**src/rtl/seq_divider_pkg.sv**
```systemverilog
// seq_divider_pkg
//   Definitions shared by the sequential divider and its step datapath:
//   - state_e   : divider FSM state encoding
//   - cnt_width : bit width of the step counter for a given operand width
package seq_divider_pkg;

  typedef enum logic [1:0] {
    ST_IDLE = 2'd0,
    ST_RUN  = 2'd1,
    ST_DONE = 2'd2
  } state_e;

  // The counter only has to reach WIDTH-1. It is kept at least one bit wide.
  function automatic int cnt_width(input int width);
    return (width < 2) ? 1 : $clog2(width);
  endfunction

endpackage

```
**src/rtl/seq_divider_step.sv**
```systemverilog
// seq_divider_step
//   One restoring-division step (combinational). The partial remainder is
//   shifted left and the next dividend bit is appended, giving T. The divisor
//   is then trial-subtracted through a ripple chain of full adders that
//   computes T + ~D + 1.
//   Ports:
//     rem_i [WIDTH-1:0] : partial remainder before this step
//     bit_i             : next dividend bit (MSB of the quotient shift register)
//     div_i [WIDTH-1:0] : divisor
//     rem_o [WIDTH-1:0] : partial remainder after this step
//     q_o               : quotient bit produced by this step
module seq_divider_step #(
  parameter int WIDTH = 4
) (
  input  logic [WIDTH-1:0] rem_i,
  input  logic             bit_i,
  input  logic [WIDTH-1:0] div_i,
  output logic [WIDTH-1:0] rem_o,
  output logic             q_o
);

  logic [WIDTH:0]   t;
  logic [WIDTH:0]   nd;
  logic [WIDTH+1:0] carry;
  logic [WIDTH-1:0] diff;

  // T keeps every bit of the partial remainder, so the compare is WIDTH+1
  // bits wide and the top bit cannot be lost.
  assign t  = {rem_i, bit_i};
  assign nd = ~{1'b0, div_i};

  always_comb begin
    carry    = '0;
    carry[0] = 1'b1;
    for (int i = 0; i <= WIDTH; i++) begin
      carry[i+1] = (t[i] & nd[i]) | (carry[i] & (t[i] ^ nd[i]));
    end
  end

  always_comb begin
    diff = '0;
    for (int i = 0; i < WIDTH; i++) begin
      diff[i] = t[i] ^ nd[i] ^ carry[i];
    end
  end

  // A carry out of the top bit means there was no borrow, so T >= divisor.
  // In that case T - divisor < divisor, and the difference fits in WIDTH bits.
  assign q_o   = carry[WIDTH+1];
  assign rem_o = q_o ? diff : t[WIDTH-1:0];

endmodule

```
**src/rtl/seq_divider.sv**
```systemverilog
// seq_divider
//   Iterative unsigned restoring divider. It resolves one quotient bit per
//   clock and sits behind a start/busy/done handshake.
//   Ports:
//     clk                     : system clock, rising edge
//     reset                   : asynchronous, active-high reset
//     start                   : request; accepted in IDLE or DONE only
//     in1 [WIDTH-1:0]         : dividend, captured on the accept edge
//     in2 [WIDTH-1:0]         : divisor, captured on the accept edge
//     busy                    : high while iterating
//     done                    : one-cycle pulse when the results are valid
//     quotient [WIDTH-1:0]    : quotient, held until the next accept
//     remainder [WIDTH-1:0]   : remainder, held until the next accept
//     div_by_zero             : captured divisor was zero; held with the results
//
//   state | meaning
//   IDLE  | waiting for start, results held
//   RUN   | one restoring step per edge, WIDTH steps in total
//   DONE  | results valid for one cycle; start here is accepted back-to-back
module seq_divider
  import seq_divider_pkg::*;
#(
  parameter int WIDTH = 4
) (
  input  logic             clk,
  input  logic             reset,
  input  logic             start,
  input  logic [WIDTH-1:0] in1,
  input  logic [WIDTH-1:0] in2,
  output logic             busy,
  output logic             done,
  output logic [WIDTH-1:0] quotient,
  output logic [WIDTH-1:0] remainder,
  output logic             div_by_zero
);

  localparam int CNT_W = cnt_width(WIDTH);
  localparam logic [CNT_W-1:0] CNT_LAST = CNT_W'(WIDTH - 1);

  state_e           state_q, state_d;
  logic [CNT_W-1:0] cnt_q,   cnt_d;
  logic [WIDTH-1:0] prem_q,  prem_d;
  logic [WIDTH-1:0] shq_q,   shq_d;
  logic [WIDTH-1:0] dvs_q,   dvs_d;
  logic [WIDTH-1:0] quo_q,   quo_d;
  logic [WIDTH-1:0] rem_q,   rem_d;
  logic             dbz_q,   dbz_d;

  logic [WIDTH-1:0] step_rem;
  logic             step_bit;
  logic             accept;

  seq_divider_step #(.WIDTH(WIDTH)) u_step (
    .rem_i (prem_q),
    .bit_i (shq_q[WIDTH-1]),
    .div_i (dvs_q),
    .rem_o (step_rem),
    .q_o   (step_bit)
  );

  assign accept = (state_q != ST_RUN) && start;

  always_comb begin
    state_d = state_q;
    cnt_d   = cnt_q;
    prem_d  = prem_q;
    shq_d   = shq_q;
    dvs_d   = dvs_q;
    quo_d   = quo_q;
    rem_d   = rem_q;
    dbz_d   = dbz_q;

    case (state_q)
      ST_RUN: begin
        prem_d = step_rem;
        shq_d  = {shq_q[WIDTH-2:0], step_bit};
        cnt_d  = cnt_q + CNT_W'(1);
        if (cnt_q == CNT_LAST) begin
          state_d = ST_DONE;
          quo_d   = {shq_q[WIDTH-2:0], step_bit};
          rem_d   = step_rem;
        end
      end
      ST_IDLE: state_d = ST_IDLE;
      default: state_d = ST_IDLE;
    endcase

    // An accept takes priority over the DONE -> IDLE return.
    if (accept) begin
      dvs_d  = in2;
      shq_d  = in1;
      prem_d = '0;
      cnt_d  = '0;
      if (in2 == '0) begin
        state_d = ST_DONE;
        quo_d   = '1;
        rem_d   = in1;
        dbz_d   = 1'b1;
      end else begin
        state_d = ST_RUN;
        dbz_d   = 1'b0;
      end
    end
  end

  always_ff @(posedge clk or posedge reset) begin
    if (reset) begin
      state_q <= ST_IDLE;
      cnt_q   <= '0;
      prem_q  <= '0;
      shq_q   <= '0;
      dvs_q   <= '0;
      quo_q   <= '0;
      rem_q   <= '0;
      dbz_q   <= 1'b0;
    end else begin
      state_q <= state_d;
      cnt_q   <= cnt_d;
      prem_q  <= prem_d;
      shq_q   <= shq_d;
      dvs_q   <= dvs_d;
      quo_q   <= quo_d;
      rem_q   <= rem_d;
      dbz_q   <= dbz_d;
    end
  end

  assign busy        = (state_q == ST_RUN);
  assign done        = (state_q == ST_DONE);
  assign quotient    = quo_q;
  assign remainder   = rem_q;
  assign div_by_zero = dbz_q;

endmodule

```
**config.mk**
```make
export PLATFORM = sky130hd
export DESIGN_NAME = seq_divider
export DESIGN_NICKNAME = d
export VERILOG_FILES = /design/src/rtl/seq_divider_pkg.sv /design/src/rtl/seq_divider_step.sv /design/src/rtl/seq_divider.sv
export SDC_FILE = /design/constraint.sdc
export NUM_CORES = 1
export LEC_CHECK = 0
export ABC_CLOCK_PERIOD_IN_PS = 3500
export CAP_MARGIN = 20
export CORE_ASPECT_RATIO = 1.4
export CORE_MARGIN = 4
export CORE_UTILIZATION = 25
export CTS_BUF_LIST = sky130_fd_sc_hd__clkbuf_4 sky130_fd_sc_hd__clkbuf_8
export CTS_CLUSTER_SIZE = 40
export DETAILED_ROUTE_END_ITERATION = 7
export GPL_ROUTABILITY_DRIVEN = 0
export PLACE_DENSITY = 0.43
export SYNTH_ARGS = -nofsm -noshare
export SYNTH_HDL_FRONTEND = slang
export SYNTH_SLANG_ARGS = --single-unit
```
**constraint.sdc**
```tcl
create_clock -name clk -period 3.5 [get_ports clk]
set_input_delay 0.525 -clock clk [delete_from_list [all_inputs] [get_ports clk]]
set_output_delay 0.525 -clock clk [all_outputs]
set_load 0.02 [all_outputs]
```
==> summary.md, run 1 <==
| Metric | Value |
|---|---|
| DIE HEIGHT | `92.5 um` |
| CP Launch Type | `register` |
| Root Buffer Master | `clkbuf_8` |
| Fin. Hold Viols | `0` |
| Min cycle time layout | `2.64 ns` |
| Fin Setup TNS | `0 ns` |
| Pwr Density | `slightly above 900 mW/mm2` |
| Max Freq | `379 MHz` |
| Async SR Flop Fraction | `1.00` |
| Max Root-Sink Buffers | `2` |
| R2r endpoint | `prem_q[1]$_DFFE_PP0P_` |
| Syn. warnings | `0` |
| TritonCTS Buffers | `3` |
| Lkg Pwr | `0.705 nW` |
| Area contributors post-synth | `dfrtp_1, fa_1, nand2_1` |
| Synth Area per Inst | `10.7 um2` |
| Cells after synthesis | `119` |
| Residual DRC | `0` |
| Most common cell after layout, fill and taps aside | `dfrtp_1` |
| Layout area overhead | `25.3%` |
| First-pass GRT wire length | `4.83 mm` |
| RSZ-0062 raised after global routing | `no` |
| DR iter-0 viols | `11` |
| Period utilisation layout | `0.755` |
| Max_cap viols | `0` |
| Outcome | `completed` |
| # IOs | `22` |
| N_diodes | `0` |
| GR Util All Layers | `0.101` |
| CP Class | `reg -> out` |
| Post-synth top area share | `0.491` |
| CTS sink cnt | `25` |
| Clk pin slew, worst setup/hold paths | `0.10 ns` |
| Required @ worst endpoint | `2.97 ns` |
| Initial antenna violation count | `0` |
| Post-CTS Repair Setup Buffers | `0` |
| Critical path peak fanout | `20` |
| Starting density of the core | `0.261` |
| Vias in the first global route | `about 1000` |
| Hold Crit Class | `in -> async` |
| Total power | `1.48 mW` |
| Final setup fails | `0` |
| Worst-margin pin slew | `0.718 ns` |
| Num rows | `30` |
| Die X | `68.3 um` |
| Dominant synthesized flop cell | `dfrtp_1` |
| DRT Pass-1 Iters | `4` |
| DRT Wirelength | `2.91 mm` |
| Hold buffer count at CTS | `0` |
| Slew Limit Fails | `0` |
| Cell taking the most area after synthesis | `dfrtp_1` |
| FF-to-FF Start | `shq_q[3]$_DFFE_PP0P_` |
| Max rail drop VDD | `between 300 and 400 uV` |
| Reg-to-reg setup timing slack | `1.01 ns` |
| Detailed placer's ending HPWL | `2.15 mm` |
| Seq/Total Area, Yosys | `0.491` |
| #FFs+latches synth | `25` |
| Fin Hold WS | `about 0.45 ns` |
| Share of layout cells above drive strength 1 | `0.101` |
| Skew-Pair Late Insertion Delay | `0.27 ns` |
| Vias | `about 950` |
| Post-CTS Resized | `0` |
| Reg2reg path depth | `10` |
| WL/cell | `14.3 um` |
| Die Area | `between 0.006 and 0.007 mm2` |
| Commonest cells after routing, fill and taps aside | `dfrtp_1, clkdlybuf4s50_1, nand2_1` |
| H-tree depth | `1` |
| Crit path capture type | `output pin` |
| Relative slew slack | `0.521` |
| Synth Net Count | `135` |
| Post-synth EDFFs | `0` |
| CP arrival | `2.12 ns` |
| Post-layout nets | `between 150 and 200` |
| Grt ovf | `0` |
| Port Buffers | `21` |
| DRT antenna net count | `0` |
| Synthesized cell area | `0.00127 mm2` |
| CORE AREA | `0.00488 mm2` |
| Via density | `about 4.7` |
| Synth unique cells | `32` |
| Clk_skew | `0.00970 ns` |
| CTS tree | `yes` |
| Largest net degree at the start of global routing | `26` |
-- power by group --
part / internal (mW) / switching [mW]
clock: 0.0796 / 0.0950
sequential: 0.431 / 0.0961
combinational: 0.347 / 0.429
total: 0.857 / 0.620
-- sequential cells by signal, indices dropped and copies added (netlist names) --
name         count
state_q          2
shq_q            4
cnt_q            2
div_by_zero      1
dvs_q            4
prem_q           4
remainder        4
quotient         4
-- routing by layer --
layer  track usage  up-vias  routed length (um)
met2         0.169       14                1520
met3        0.0170        4                  85
met5             0        -                   0
met4        0.0415        0                  65
met1         0.124      468                1240
li1              -      460                   -
-- synth_stat cells, types with 2 or more instances --
cell / count
a31o_2: 2
a32oi_1: 2
ha_1: 2
a211oi_1: 4
nor3b_1: 2
o21ai_0: 7
inv_1: 9
dfrtp_1: 25
fa_1: 3
a2bb2oi_1: 2
mux2i_1: 4
mux2_2: 4
buf_6: 2
and3b_1: 3
nand2_1: 16
nand4_1: 2
a21oi_1: 2
buf_2: 3
nand2b_1: 2
nor2_1: 2
o31ai_1: 2
a211o_1: 2
nand3_1: 8
-- final cells by class --
type	count	area (um2)
Multi-Input combinational cell	78	569
Timing Repair Buffer	22	238
Clock inverter	1	5.00
Clock buffer	3	41.3
Tap cell	64	80.1
Sequential cell	25	626
Inverter	10	37.5
Fill cell	541	3280
-- metrics by stage --
step                worst slack, ns  instances   util  area (um2)
floorplan                      1.32        119      -        1270
global placement               1.09        198  0.312        1520
detailed placement             1.07        198  0.312        1520
CTS                           0.834        202  0.322        1570
global route                  0.695        203  0.327        1600
finish                        0.859        203  0.327        1600
-- critical path, stage by stage, from the launching register on --
cell and delay (ns):
dfrtp_1 0.40, nand2b_1 0.47, inv_2 0.32, clkdlybuf4s50_1 0.65
-- kinds of logic (layout without fill, tap and decap cells) --
| kind of cell | after synthesis | in the layout | share of synthesized area |
|---|---|---|---|
| buffers and inverters | 16 | 36 | 0.0619 |
| multiplexers | 8 | 8 | 0.0668 |
| flip-flops | 25 | 25 | 0.491 |
| AO/OA/AOI/OAI | 25 | 25 | 0.137 |
| AND/OR/NAND/NOR | 40 | 40 | 0.177 |
| adder cells (fa/ha/maj) | 5 | 5 | 0.0668 |
-- worst max-delay path by stage --
stage	startpoint	to	cells after the start
after floorplan	shq_q[3]$_DFFE_PP0P_	remainder[0]$_DFF_PP0_	10
final	state_q[1]$_DFFE_PP0P_	busy	3
after global placement	dvs_q[0]$_DFFE_PP0P_	prem_q[0]$_DFFE_PP0P_	9
after global routing	state_q[1]$_DFFE_PP0P_	busy	3
after CTS	state_q[1]$_DFFE_PP0P_	busy	3
after detailed placement	dvs_q[0]$_DFFE_PP0P_	prem_q[0]$_DFFE_PP0P_	9
Note: power is estimated with default switching activity, not from simulation.
==> run 2, diff against run 1 <==
--- a/config.mk
+++ b/config.mk
@@ -5,7 +5,7 @@
 export SDC_FILE = /design/constraint.sdc
 export NUM_CORES = 1
 export LEC_CHECK = 0
-export ABC_CLOCK_PERIOD_IN_PS = 3500
+export ABC_CLOCK_PERIOD_IN_PS = 2430
 export CAP_MARGIN = 20
 export CORE_ASPECT_RATIO = 1.4
 export CORE_MARGIN = 4
@@ -14,7 +14,7 @@
 export CTS_CLUSTER_SIZE = 40
 export DETAILED_ROUTE_END_ITERATION = 7
 export GPL_ROUTABILITY_DRIVEN = 0
-export PLACE_DENSITY = 0.43
+export PLACE_DENSITY = 0.44
 export SYNTH_ARGS = -nofsm -noshare
 export SYNTH_HDL_FRONTEND = slang
 export SYNTH_SLANG_ARGS = --single-unit
==> constraint.sdc (replaced) <==
create_clock -name clk -period 2.43 [get_ports clk]
set_input_delay 0.3645 -clock clk [delete_from_list [all_inputs] [get_ports clk]]
set_output_delay 0.3645 -clock clk [all_outputs]
set_load 0.02 [all_outputs]
==> run 2 against run 1 <==
  * Setup slack lost 0.71 ns
  * Register-to-register slack got worse by 0.87 ns
  * Sequential cell count unchanged
  * Combinational power increased by 56%
  * Global-route usage is 0.46 points higher
  * Routed wire length rose by 1.3%
  * Hold slack lost 0.016 ns
  * Power is 50% higher
  * Clock power rose by 43%
  * Utilization increased by 0.54 points
  * Critical endpoint is now remainder[1]$_DFF_PP0_
  * Highest routed layer unchanged
==> summary.md, run 2 (same netlist as run 1, synthesis figures left out) <==
| Metric | Value |
|---|---|
| DR iter-0 viols | `21 (+10)` |
| Final setup fails | `0 (unchanged)` |
| Clk_skew | `0.00521 ns (-0.00449 ns)` |
| Detailed placer's ending HPWL | `2.20 mm (+2.6%)` |
| CORE AREA | `0.00488 mm2 (unchanged)` |
| Reg-to-reg setup timing slack | `0.14 ns (-0.87 ns)` |
| Max rail drop VDD | `515 uV (+62%)` |
| Clk pin slew, worst setup/hold paths | `0.09 ns (about the same)` |
| Die X | `68.3 um (unchanged)` |
| Critical-path top delay cell | `dfrtp_1` |
| Register area | `626 um2 (unchanged)` |
| DRT Pass-1 Iters | `4 (unchanged)` |
| CP Class | `reg -> reg` |
| # IOs | `22 (unchanged)` |
| Sw frac | `0.413 (-0.00627)` |
| Period utilisation layout | `0.941` |
| Share of layout cells above drive strength 1 | `0.147 (+0.0461)` |
| Vias in the first global route | `1055 (+3.9%)` |
| Critical Path, Cell by Cell | `ha_1, fa_1, inv_1, fa_1, inv_1, fa_2, nor3b_1, a211o_1, a2bb2oi_1` |
| Relative slew slack | `0.664 (+0.143)` |
| Setup WS post-layout | `0.144 ns (-0.714 ns)` |
| Die Area | `0.00632 mm2 (unchanged)` |
| R2r endpoint | `remainder[1]$_DFF_PP0_` |
| Critical path peak fanout | `5 (-75%)` |
| Required @ worst endpoint | `2.62 ns (-0.35 ns)` |
| Hold Crit Class | `in -> async` |
| Pwr Density | `1360 mW/mm2 (+47%)` |
| Max Root-Sink Buffers | `2 (unchanged)` |
| Fin. Hold Viols | `0 (unchanged)` |
| First-pass GRT wire length | `5.05 mm (+4.6%)` |
| Setup WS pre-CTS | `0.0797 ns (-0.994 ns)` |
| Min cycle time layout | `2.29 ns` |
| DRT antenna net count | `0 (unchanged)` |
| Max_cap viols | `0 (unchanged)` |
| CTS tree | `yes` |
| Post-layout nets | `160 (+2.6%)` |
| TritonCTS Buffers | `3 (unchanged)` |
| Crit path capture type | `register` |
| Internal power | `1.30 mW (+51%)` |
| Max Freq | `438 MHz` |
| Num rows | `30 (unchanged)` |
| Lkg Pwr | `0.720 nW (+2.1%)` |
| Fin Setup TNS | `0 ns (unchanged)` |
| Port Buffers | `21 (unchanged)` |
| Root Buffer Master | `clkbuf_8` |
| RSZ-0062 raised after global routing | `no` |
| Clock power frac | `0.113 (-0.005)` |
| Gate power share | `0.547 (+0.022)` |
| GR Util All Layers | `0.105 (+0.00460)` |
| Skew-Pair Late Insertion Delay | `0.27 ns (about the same)` |
| FILL cells | `528 (-2.4%)` |
| H-tree depth | `1 (unchanged)` |
| Via density | `4.65 (-0.27%)` |
| CP arrival | `2.48 ns (+0.36 ns)` |
| Layout area overhead | `27.4%` |
| Slew Limit Fails | `0 (unchanged)` |
| Max incr delay on CP | `0.38 ns (-0.27 ns)` |
| Share of power burned in registers | `0.340 (-0.017)` |
| Initial antenna violation count | `0 (unchanged)` |
| CTS sink cnt | `25 (unchanged)` |
| Grt ovf | `0 (unchanged)` |
| Largest net degree at the start of global routing | `26 (unchanged)` |
| DRT Wirelength | `2.95 mm (+1.3%)` |
| Outcome | `completed` |
| DIE HEIGHT | `92.5 um (unchanged)` |
| Vias | `962 (+1.7%)` |
| Commonest cells after routing, fill and taps aside | `dfrtp_1, clkdlybuf4s50_1, nand2_1` |
| Most common cell after layout, fill and taps aside | `dfrtp_1` |
| Worst-margin pin slew | `0.501 ns (-0.218 ns)` |
| N_diodes | `0 (unchanged)` |
| Starting density of the core | `0.261 (unchanged)` |
| WL/cell | `14.3 um (-0.62%)` |
| Reg2reg path depth | `9 (-1)` |
| P_sw | `0.914 mW (+47%)` |
| FF-to-FF Start | `dvs_q[0]$_DFFE_PP0P_` |
| Multi-input logic area | `586 um2 (+2.9%)` |
| Residual DRC | `0 (unchanged)` |
| CP Launch Type | `register` |
[run 2: cell count changes in the layout (fill, tap and decap cells not counted), sizes merged]
| cell | delta |
|---|---|
| buf | +4 |
[run 2: worst max path at each step]
stage,startpoint,to
after global routing,dvs_q[0]$_DFFE_PP0P_,remainder[3]$_DFF_PP0_
after floorplan,shq_q[3]$_DFFE_PP0P_,remainder[0]$_DFF_PP0_
final,dvs_q[0]$_DFFE_PP0P_,remainder[1]$_DFF_PP0_
after CTS,shq_q[3]$_DFFE_PP0P_,remainder[0]$_DFF_PP0_
after detailed placement,shq_q[3]$_DFFE_PP0P_,remainder[0]$_DFF_PP0_
after global placement,dvs_q[0]$_DFFE_PP0P_,remainder[3]$_DFF_PP0_
[run 2: area by class of cell]
class                           count  share of cell area
Inverter                           10              0.0231
Clock inverter                      1             0.00308
Multi-Input combinational cell     78               0.361
Sequential cell                    25               0.386
Timing Repair Buffer               26               0.153
Tap cell                           64              0.0493
Clock buffer                        3              0.0254
[run 2: worst max-delay path, delay by kind of cell (launching register included)]
kind            cells  cell delay (ns)
buf+inv             2             0.13
compound gates      2             0.44
simple gates        1             0.17
fa+ha+maj           4             1.10
flops               1             0.38
[run 2: power groups by stage]
stage | registers [mW] | logic, mW | clock network [mW]
floorplan | 0.822 | 0.741 | 0
global placement | 0.760 | 1.17 | 0
detailed placement | 0.762 | 1.18 | 0
CTS | 0.754 | 1.19 | 0.265
global route | 0.783 | 1.33 | 0.285
finish | 0.752 | 1.21 | 0.250
[run 2: metrics by stage]
stage / std cells / utilization / instance area (um2) / power [mW] / hold WS [ns]
after detailed placement: 203 / 0.320 / 1560 / 1.94 / 0.473
after global routing: 207 / 0.333 / 1620 / 2.40 / 0.494
after CTS: 207 / 0.329 / 1610 / 2.20 / 0.454
after global placement: 203 / 0.320 / 1560 / 1.93 / 0.470
final: 207 / 0.333 / 1620 / 2.21 / 0.438
after floorplan: 119 / - / 1270 / 1.56 / 0.392
[run 2: what timing repair did]
action,in CTS,in global routing
gates resized for setup,0,4
endpoints found under the setup margin,0,8
setup buffers,0,0
hold buffers,0,0
[run 2: per-layer routing]
| metal | part of all wire | track usage |
|---|---|---|
| met3 | 0.039 | 0.0206 |
| met4 | 0.024 | 0.0498 |
| met5 | 0 | 0 |
| met1 | 0.42 | 0.127 |
| met2 | 0.51 | 0.175 |
==> run 3, diff against run 2 <==
--- a/config.mk
+++ b/config.mk
@@ -15,6 +15,8 @@
 export DETAILED_ROUTE_END_ITERATION = 7
 export GPL_ROUTABILITY_DRIVEN = 0
 export PLACE_DENSITY = 0.44
+export RECOVER_POWER = 50
+export SLEW_MARGIN = 20
 export SYNTH_ARGS = -nofsm -noshare
 export SYNTH_HDL_FRONTEND = slang
 export SYNTH_SLANG_ARGS = --single-unit
==> run 3 against run 2 <==
  * Utilization down 0.23 points
  * Critical path type unchanged
  * Combinational power about the same
  * Via count decreased by 1.5%
  * Largest cell class unchanged
  * Critical path depth did not move
  * Cell count unchanged
  * Sequential cell count is the same
  * Highest routed layer unchanged
  * Clock-buffer cell count unchanged
==> summary.md, run 3 (same netlist as run 1, synthesis figures left out) <==
| Metric | Value |
|---|---|
| DR iter-0 viols | `21 (unchanged)` |
| Reg2reg path depth | `9 (unchanged)` |
| Clock power frac | `0.114 (about the same)` |
| Skew-Pair Late Insertion Delay | `0.27 ns (about the same)` |
| Worst Hold End | `div_by_zero$_DFFE_PP0P_` |
| Fin. Hold Viols | `0 (unchanged)` |
| FILL cells | `529 (+0.19%)` |
| Placed Cells | `203 (unchanged)` |
| CP Class | `reg -> reg` |
| Slew Limit Fails | `0 (unchanged)` |
| Final setup fails | `0 (unchanged)` |
| Grt ovf | `0 (unchanged)` |
| Gate power share | `0.545 (-0.002)` |
| CTS sink cnt | `25 (unchanged)` |
| Fin Hold WS | `0.495 ns (+0.0565 ns)` |
| Crit. path cell count | `9 (unchanged)` |
| CORE AREA | `0.00488 mm2 (unchanged)` |
| Lkg Pwr | `0.709 nW (-1.4%)` |
| Relative slew slack | `0.0772 (-0.587)` |
| Post-Layout Cell Count | `207 (unchanged)` |
| Port Buffers | `21 (unchanged)` |
| Pwr Density | `1370 mW/mm2 (+0.27%)` |
| Post-CTS Resized | `0 (unchanged)` |
| Detailed placer's ending HPWL | `2.20 mm (unchanged)` |
| CTS tree | `yes` |
| CP Launch Type | `register` |
| Final core utilization | `0.330 (-0.00231)` |
| Critical-path top delay cell | `dfrtp_1` |
| DRT Pass-1 Iters | `4 (unchanged)` |
| Largest net degree at the start of global routing | `26 (unchanged)` |
| Most common cell after layout, fill and taps aside | `dfrtp_1` |
| H-tree depth | `1 (unchanged)` |
| Max_cap viols | `0 (unchanged)` |
| Max incr delay on CP | `0.38 ns (about the same)` |
| Multi-input logic area | `586 um2 (unchanged)` |
| Internal power | `1.29 mW (-0.85%)` |
| Register area | `626 um2 (unchanged)` |
| Initial antenna violation count | `0 (unchanged)` |
| DRT antenna net count | `0 (unchanged)` |
| WL/cell | `14.3 um (+0.17%)` |
| Hold_sp | `div_by_zero$_DFFE_PP0P_` |
| TritonCTS Buffers | `3 (unchanged)` |
| Post-layout nets | `160 (unchanged)` |
| Period utilisation layout | `0.941 (about the same)` |
| Post-CTS Repair Setup Buffers | `0 (unchanged)` |
| Worst-margin pin slew | `1.38 ns (+0.884 ns)` |
| DIE HEIGHT | `92.5 um (unchanged)` |
| Die Area | `0.00632 mm2 (unchanged)` |
| # IOs | `22 (unchanged)` |
| Sw frac | `0.416 (+0.00253)` |
| Clk_skew | `0.00524 ns (+0.0000228 ns)` |
| RSZ-0062 raised after global routing | `no` |
| Buffers and inverters on the worst path | `2 (unchanged)` |
| Via density | `4.58 (-1.5%)` |
| N_diodes | `0 (unchanged)` |
| Critical path peak fanout | `5 (unchanged)` |
| Residual DRC | `0 (unchanged)` |
| Total power | `2.20 mW (-0.42%)` |
| CP arrival | `2.48 ns (about the same)` |
| Hold Path Depth | `1` |
| Max Freq | `438 MHz (unchanged)` |
| Max Root-Sink Buffers | `2 (unchanged)` |
| Delay-heaviest family, CP | `adder cells` |
| First-pass GRT wire length | `5.05 mm (unchanged)` |
| Share of layout cells above drive strength 1 | `0.126 (-0.0210)` |
| Fin Setup TNS | `0 ns (unchanged)` |
| Reg-to-reg setup timing slack | `0.14 ns (about the same)` |
| R2r endpoint | `remainder[1]$_DFF_PP0_` |
| Num rows | `30 (unchanged)` |
| Hold buffer count at CTS | `0 (unchanged)` |
| Commonest cells after routing, fill and taps aside | `dfrtp_1, clkdlybuf4s50_1, nand2_1` |
| Starting density of the core | `0.261 (unchanged)` |
| Layout area overhead | `26.5%` |
| Min cycle time layout | `2.29 ns (-0.00000100 ns)` |
| Vias in the first global route | `1055 (unchanged)` |
| Hold Crit Class | `reg -> reg` |
| Clk pin slew, worst setup/hold paths | `0.09 ns (about the same)` |
| Die X | `68.3 um (unchanged)` |
| FF-to-FF Start | `dvs_q[0]$_DFFE_PP0P_` |
| Critical Path, Cell by Cell | `ha_1, fa_1, inv_1, fa_1, inv_1, fa_2, nor3b_1, a211o_1, a2bb2oi_1` |
| Root Buffer Master | `clkbuf_8` |
| Outcome | `completed` |
| Max rail drop VDD | `514 uV (-0.29%)` |
| Crit path capture type | `register` |
| P_sw | `0.915 mW (+0.19%)` |
| Crit. Startpoint | `dvs_q[0]$_DFFE_PP0P_` |
| DRT Wirelength | `2.96 mm (+0.17%)` |
| Vias | `948 (-1.5%)` |
| Share of power burned in registers | `0.341 (about the same)` |
| Required @ worst endpoint | `2.62 ns (about the same)` |
| GR Util All Layers | `0.105 (unchanged)` |
run 3: stage by stage:
stage,instance area [um2],setup WS (ns)
after floorplan,1270,0.252
after CTS,1610,0.0774
after global placement,1560,0.123
after global routing,1610,0.00620
final,1610,0.144
after detailed placement,1560,0.0797
run 3: worst max-delay path by stage:
stage                              to  slack [ns]
6_report       remainder[1]$_DFF_PP0_        0.14
5_1_grt        remainder[3]$_DFF_PP0_       0.006
4_1_cts        remainder[0]$_DFF_PP0_        0.08
3_5_place_dp   remainder[0]$_DFF_PP0_        0.08
3_3_place_gp   remainder[3]$_DFF_PP0_        0.12
2_1_floorplan  remainder[0]$_DFF_PP0_        0.25
run 3: power by group through the flow:
stage / clock network (mW) / registers (mW) / logic, mW
floorplan: 0 / 0.822 / 0.741
global placement: 0 / 0.760 / 1.17
detailed placement: 0 / 0.762 / 1.18
CTS: 0.265 / 0.754 / 1.19
global route: 0.285 / 0.783 / 1.32
finish: 0.250 / 0.752 / 1.20
run 3: metal layers:
layer	wire [um]	GRT usage	part of all wire
met1	1270	0.127	0.43
met2	1520	0.175	0.51
met3	92	0.0206	0.031
met4	70	0.0498	0.024
met5	0	0	0
run 3: final cells by class:
cell class | count | share of cell area
repair buffers | 26 | 0.147
multi-input cells | 78 | 0.363
inverters | 10 | 0.0233
flip-flops and latches | 25 | 0.388
clock inverters | 1 | 0.00311
clock buffers | 3 | 0.0256
well taps | 64 | 0.0497
